===== src/rtl/regfile_mp_sb.sv =====
// regfile_mp_sb: multi-port register file with a per-register busy scoreboard.
// Combinational reads with writeback forwarding. Registered writes where the
// highest-numbered write port wins. The scoreboard lets decode detect hazards
// against writebacks that are still in flight.
// Optional build macro: REGFILE_DUMP_EN. It adds a simulation-only register
// dump that fires when halted rises. Without the macro, halted is unused.
module regfile_mp_sb #(
  parameter int DATA_W   = 32,
  parameter int NUM_REGS = 32,
  parameter int ADDR_W   = 5,
  parameter int NUM_RD   = 2,
  parameter int NUM_WR   = 2,
  parameter int GP_IDX   = 28,
  parameter int SP_IDX   = 29,
  parameter int FP_IDX   = 30,
  parameter logic [DATA_W-1:0] GP_INIT = 32'h1000_8000,
  parameter logic [DATA_W-1:0] SP_INIT = 32'h7fff_fffc
) (
  input  logic                     clk,
  input  logic                     rst,
  input  logic [NUM_RD*ADDR_W-1:0] rd_num,
  output logic [NUM_RD*DATA_W-1:0] rd_data,
  output logic [NUM_RD-1:0]        rd_rdy,
  input  logic [NUM_WR-1:0]        wr_we,
  input  logic [NUM_WR*ADDR_W-1:0] wr_num,
  input  logic [NUM_WR*DATA_W-1:0] wr_data,
  input  logic                     iss_valid,
  input  logic [ADDR_W-1:0]        iss_num,
  output logic                     iss_stall,
  output logic [ADDR_W:0]          busy_cnt,
  input  logic                     halted
);

  logic [DATA_W-1:0]   mem [NUM_REGS];
  logic [NUM_REGS-1:0] busy;
  logic [NUM_REGS-1:0] wr_clr;
  logic [NUM_REGS-1:0] busy_nxt;
  logic [ADDR_W:0]     cnt_nxt;
  logic                iss_set;
  logic [ADDR_W-1:0]   ridx;
  logic                rhit;
  logic [DATA_W-1:0]   rfwd;

  // Index 0 and indices past the end of the file are never stored or tracked.
  function automatic logic writable(input logic [ADDR_W-1:0] idx);
    return (idx != '0) && (int'(idx) < NUM_REGS);
  endfunction

  // A register is cleared when any enabled write port targets it this cycle.
  always_comb begin
    wr_clr = '0;
    for (int k = 0; k < NUM_WR; k++) begin
      if (wr_we[k] && writable(wr_num[k*ADDR_W +: ADDR_W]))
        wr_clr[wr_num[k*ADDR_W +: ADDR_W]] = 1'b1;
    end
  end

  // An issue is refused only on WAW against a busy register that no write is retiring now.
  always_comb begin
    iss_stall = iss_valid && writable(iss_num) && busy[iss_num] && !wr_clr[iss_num];
    iss_set   = iss_valid && writable(iss_num) && !iss_stall;
    busy_nxt  = busy & ~wr_clr;
    if (iss_set)
      busy_nxt[iss_num] = 1'b1;
    cnt_nxt = '0;
    for (int r = 0; r < NUM_REGS; r++)
      cnt_nxt = cnt_nxt + {{ADDR_W{1'b0}}, busy_nxt[r]};
  end

  // Read ports: zero register, then forwarding from the highest writing port, then storage.
  always_comb begin
    rd_data = '0;
    rd_rdy  = '1;
    ridx    = '0;
    rhit    = 1'b0;
    rfwd    = '0;
    for (int i = 0; i < NUM_RD; i++) begin
      ridx = rd_num[i*ADDR_W +: ADDR_W];
      rhit = 1'b0;
      rfwd = '0;
      if (writable(ridx)) begin
        for (int k = 0; k < NUM_WR; k++) begin
          if (wr_we[k] && (wr_num[k*ADDR_W +: ADDR_W] == ridx)) begin
            rhit = 1'b1;
            rfwd = wr_data[k*DATA_W +: DATA_W];
          end
        end
        if (rhit) begin
          rd_data[i*DATA_W +: DATA_W] = rfwd;
        end else begin
          rd_data[i*DATA_W +: DATA_W] = mem[ridx];
          rd_rdy[i]                   = !busy[ridx];
        end
      end
    end
  end

  // Storage and scoreboard state. Later ports overwrite earlier ones on the same index.
  always_ff @(posedge clk or posedge rst) begin
    if (rst) begin
      for (int r = 0; r < NUM_REGS; r++) begin
        if (r == GP_IDX)
          mem[r] <= GP_INIT;
        else if ((r == SP_IDX) || (r == FP_IDX))
          mem[r] <= SP_INIT;
        else
          mem[r] <= '0;
      end
      busy     <= '0;
      busy_cnt <= '0;
    end else begin
      for (int k = 0; k < NUM_WR; k++) begin
        if (wr_we[k] && writable(wr_num[k*ADDR_W +: ADDR_W]))
          mem[wr_num[k*ADDR_W +: ADDR_W]] <= wr_data[k*DATA_W +: DATA_W];
      end
      busy     <= busy_nxt;
      busy_cnt <= cnt_nxt;
    end
  end

`ifdef REGFILE_DUMP_EN
  logic halted_q;

  task automatic dump_regs();
    $display("regdump at time %0t", $time);
    for (int r = 0; r < NUM_REGS; r++) begin
      $display("r%0d 0x%h %0d busy=%0b", r, mem[r], mem[r], busy[r]);
    end
  endtask

  // Dump the architectural state once on each rising edge of halted.
  always_ff @(posedge clk or posedge rst) begin
    if (rst) begin
      halted_q <= 1'b0;
    end else begin
      halted_q <= halted;
      if (halted && !halted_q)
        dump_regs();
    end
  end
`else
  logic unused_halted;
  assign unused_halted = halted;
`endif

endmodule

===== config.mk =====
export PLATFORM = sky130hd
export DESIGN_NAME = regfile_mp_sb
export DESIGN_NICKNAME = d
export VERILOG_FILES = /design/src/rtl/regfile_mp_sb.sv
export SDC_FILE = /design/constraint.sdc
export NUM_CORES = 2
export LEC_CHECK = 0
export CORE_ASPECT_RATIO = 1.1
export CORE_MARGIN = 5
export CORE_UTILIZATION = 35
export CTS_CLUSTER_DIAMETER = 50
export DETAILED_ROUTE_END_ITERATION = 10
export PLACE_DENSITY = 0.59
export SETUP_SLACK_MARGIN = 0.2
export SKIP_CTS_REPAIR_TIMING = 1
export SYNTH_ARGS = -nofsm -noshare
export SYNTH_HDL_FRONTEND = slang
export SYNTH_SLANG_ARGS = --single-unit

===== constraint.sdc =====
create_clock -name clk -period 122.1 [get_ports clk]
set_input_delay 30.525 -clock clk [delete_from_list [all_inputs] [get_ports clk]]
set_output_delay 30.525 -clock clk [all_outputs]
set_load 0.01 [all_outputs]

# Yosys cells after proc, flatten, opt, wreduce, memory -nomap -nowiden
# Cells that the tools add are included.
# totals
reg_bits	1062
out_inout_bits	73
input_bits	95
elab_cells	164
# classes
addsub	31
eq_ne	4
muxes	49
bitwise	8
n_reduce_logical	24
magnitude_cmp	14
# op_table
operator	n
bitwise mux 1024 bit	2
two-way mux 1024 bit	2
two-way mux 32 bit	17
binary-select mux 32 bit (select 5 bit)	2
demux 32 bit (select 5 bit)	2
adder 6 x 1 -> 6 bit	26
bitwise OR 32 bit	2
bitwise AND 32 bit	1
inverter 32 bit	1
less-than comparator 5 x 6 -> 1 bit, second input constant	5
nonzero test 5 bit	5
>= comparator 6 bit, second input constant	4
inverter 5 -> 6 bit	4
binary-select mux 1 bit (select 5 bit)	4
equality test 5 bit	4
two-way mux 1 bit	17
demux 1 bit (select 5 bit)	3
>= comparator 5 x 1 -> 1 bit, second input constant	3
logical AND 1 bit	15
less-than comparator 6 x 1 -> 1 bit, second input constant	2
adder 5 x 1 -> 6 bit	1
adder 4 x 1 -> 5 bit	1
adder 3 x 1 -> 4 bit	1
zero test 1 bit	4
other kinds (2)	2

# Depth between registers and ports, before layout
# depth
depth_word	45
depth_mapped	25
ltp_nobuf	22

# Worst setup path after synthesis
# No wires, ideal clock.
# synth_path
kind	in2out
from	in rd_num[5]
to	out rd_data[37]
t_arrival_ps	32795
setup_slack_ps	58780
required_ps	91575
cell_stages	7
path_buffers	3
path_cell_list	clkbuf_1 -> buf_2 -> buf_1 -> mux4_2 -> mux4_2 -> mux2i_1 -> o221ai_1
# synth_via
elab_chain_cells	7
elab_cells_between_ends	16
classes_between	2 x eq/ne; 10 x mux; 1 x bitwise; 3 x reduce/logical
# synth_lines
element	line	text
start: declaration	21	input logic [NUM_RD*ADDR_W-1:0] rd_num,
parallel branches: the longest is 6 deep, another holds binary-select mux 32 bit (select 5 bit)	n/a	
two-way mux 32 bit *	81	if (writable(ridx)) begin
end: declaration	22	output logic [NUM_RD*DATA_W-1:0] rd_data,
# Every way passes the cells marked *. The select of a mux whose other input is x is not followed.

# Final worst setup path
# layout_path
from	in rd_num[0]
to	out rd_data[28]
# Same word-level chain as after synthesis.

==> impl_metrics.json <==
{
  "cp_cell_sequence": "buf_8 -> buf_4 -> buf_4 -> buf_4 -> mux4_2 -> mux4_2 -> mux2i_1 -> o221ai_1 -> clkdlybuf4s50_1",
  "gp_congestion": 0.8327,
  "reg2reg_setup_slack_ps": 115230,
  "async_flop_share_pct": 100.0,
  "r2r_end": "busy_cnt[4]",
  "start_kind": "primary input",
  "synth_adder_area_share_pct": 0.8368,
  "drc_errors": 0,
  "finClkSkew_ps": 13.01,
  "dp_slack_ps": 55580,
  "netlist-cell-type-count": 66,
  "reg2reg_depth": 19,
  "wire_per_inst_um": 31.78,
  "drtIter0Drc": 7744,
  "ios": 168,
  "drive_above_1_share_pct": 21.01,
  "wl_met1_um": 102000,
  "grt_overflow": 0,
  "synth_cells": 6213,
  "grt_pass1_vias": 53900,
  "critPathSlowestCell": "buf_4",
  "status": "finished clean",
  "critPathRequiredTime_ps": 91570,
  "p_leak_nw": 32.67,
  "synth_seq_cells": 1062,
  "crit_arrival_ps": 35930,
  "hold_ws_ps": 391.9,
  "fin_nets": 6002,
  "synth_compound_area_share_pct": 10.96,
  "crit_end": "rd_data[28]",
  "setup_viol": 0,
  "startpoint": "rd_num[0]",
  "synth_simple_gate_area_share_pct": 8.005,
  "powerDensity_nw_per_um2": 18.17,
  "fmax_mhz": 15.05,
  "dp_hpwl_um": 146200,
  "tightestPinTransition_ps": 1415,
  "synth_mux_area_share_pct": 35.71,
  "path_delay_family": "buffers and inverters",
  "port_buffers": 166,
  "max-cap-violations": 0,
  "cts_buffers": 148,
  "ys_seq_area_share_pct": 39.26,
  "synth_top_family_by_area": "multiplexers",
  "wl_met3_um": 34010,
  "grt_antenna_before_repair": 28,
  "cts-htree-levels": 4,
  "start_util_pct": 35.20,
  "hold_violations": 0,
  "vias": 54170,
  "cts_root_buffer": "clkbuf_16",
  "cts_max_path_buffers": 3,
  "die_area_um2": 202900,
  "crit_top_cell": "buf_4",
  "crit_cells": 9,
  "highest_layer": "met5",
  "vias_per_cell": 6.321,
  "setup.worst_path.end_class": "primary output",
  "place_area_um2": 71460,
  "clkSinkCount": 1062,
  "finalCriticalPeriod_ps": 66450,
  "synth_edf_count": 0,
  "crit_type": "primary input to primary output",
  "path_max_fanout": 46,
  "post_synth.cell_area_avg_um2": 10.93,
  "drtPass1Iterations": 7,
  "antenna_left": 0,
  "cts_tree": "yes",
  "fp-row-count": 169,
  "die_w_um": 429.9,
  "rsz0062_at_grt": "false",
  "grt_pass1_wl_um": 391400,
  "syn_area_um2": 67880,
  "yosys_warnings": 0,
  "synthesis.nets": 6339,
  "grt_max_degree": 173,
  "routed-wl-met2_um": 120800,
  "synth-main-ff-cell": "dfrtp_1",
  "grtUsageTotal_pct": 26.21,
  "area_growth_pct": 12.98,
  "ir_drop_v": 0.00003278,
  "timing.rr.start": "busy[23]",
  "fin_ws_ps": 55650,
  "cp_slowest_stage_delay_ps": 890,
  "die_height_um": 471.9,
  "synthXorXnorAreaFrac_pct": 0.2968,
  "fin_crit_sh_pct": 54.42,
  "final_area_um2": 76700,
  "core_area_um2": 192800,
  "cts.clk_slew.worst_paths_ps": 60,
  "maxSlewHeadroom_pct": 5.357,
  "tns_ps": 0,
  "holdCritPathClass": "flip-flop to flip-flop",
  "clk_latency_ps": 800,
  "routed_wl_um": 272300,
  "critPathBufInv": 5,
  "drv_slew": 0
}
per-layer routing:
metal  GRT usage [%]  vias to the layer above
li1                -                    22270
met3           8.299                      868
met4           12.52                       22
met1           34.32                    27350
met5               0                        -
met2           39.58                     3666
flip-flops by register name (all words and copies together) (netlist names):
signal    cells
busy_cnt      6
mem        1024
busy         32
power by group:
part / switching, mW / internal [mW] / total, mW
Sequential: 0.0696 / 0.450 / 0.520
Clock: 0.179 / 0.280 / 0.460
Combinational: 0.190 / 0.225 / 0.414
Total: 0.439 / 0.955 / 1.39
layout make-up:
class / count / area (um^2)
Multi-Input combinational cell: 4288 / 38390
Fill cell: 18320 / 116100
Antenna cell: 8 / 20.02
Sequential cell: 1062 / 26650
Clock buffer: 196 / 4273
Clock inverter: 74 / 938.4
Timing Repair Buffer: 350 / 3105
Inverter: 26 / 105.1
Tap cell: 2565 / 3209
per-stage QoR:
step           std cells  utilization, %  total power [mW]
6_report            8569           39.77             1.394
5_1_grt             8562           39.76             1.463
4_1_cts             8561           39.76             1.397
3_5_place_dp        8291           37.06            0.9376
3_3_place_gp        8291           37.06            0.9211
2_1_floorplan       6213               -            0.8139
cell usage after synthesis, types with 60 or more instances:
cell type     n  share of area (%)
dfrtp_1    1002                 37
mux2i_1     928                 14
nor2_1      705                3.9
a21oi_1     673                5.0
mux4_2      664                 22
clkbuf_1    614                3.4
nand2_1     520                2.9
o21ai_0     335                2.5
buf_1       138               0.76
a32oi_1     102                1.3
o221ai_1     71               0.92
buf_2        68               0.50
dfstp_2      60                2.3
worst reg2reg max path, delay by kind of cell (launching register included):
| family | cells | cell delay [ps] |
|---|---|---|
| adders and majority gates | 8 | 3790 |
| buffers and inverters | 3 | 140 |
| DFF | 1 | 420 |
| muxes | 1 | 510 |
| and+or+nand+nor | 2 | 870 |
| AOI/OAI and AO/OA | 4 | 910 |
| xor gates and xnor gates | 1 | 130 |
layout by cell type, fill, tap and decap left out, drive strengths merged, types with 8 or more instances in the layout:
master / n
bufinv: 15
nor2b: 9
a22oi: 29
or2: 9
buf: 194
diode: 8
a21oi: 673
nand2: 526
mux2i: 928
nand3: 20
fa: 24
dfrtp: 1002
a32oi: 102
xor2: 17
o221ai: 71
clkbuf: 196
o21ai: 337
clkinvlp: 10
nor3: 22
dfstp: 60
clkdlybuf4s50: 156
clkinv: 32
mux4: 664
inv: 43
a32o: 20
o211ai: 16
nor2: 705
how the worst min path moves through the flow:
stage | slack (ps) | to | depth (start not counted) | startpoint
finish | 390 | mem[1011] | 0 | mem[1011]
floorplan | 440 | mem[1000] | 1 | mem[1000]
global route | 410 | mem[1012] | 0 | mem[1012]
CTS | 400 | mem[992] | 0 | mem[992]
detailed placement | 380 | mem[994] | 0 | mem[994]
global placement | 380 | mem[1007] | 0 | mem[1007]
logic make-up after synthesis:
kind of cell	Yosys count
AO/OA/AOI/OAI	1290
adder cells (fa/ha/maj)	31
AND/OR/NAND/NOR	1352
buffers and inverters	863
XOR/XNOR	23
multiplexers	1592
flip-flops	1062
(Power assumes the default switching activity.)
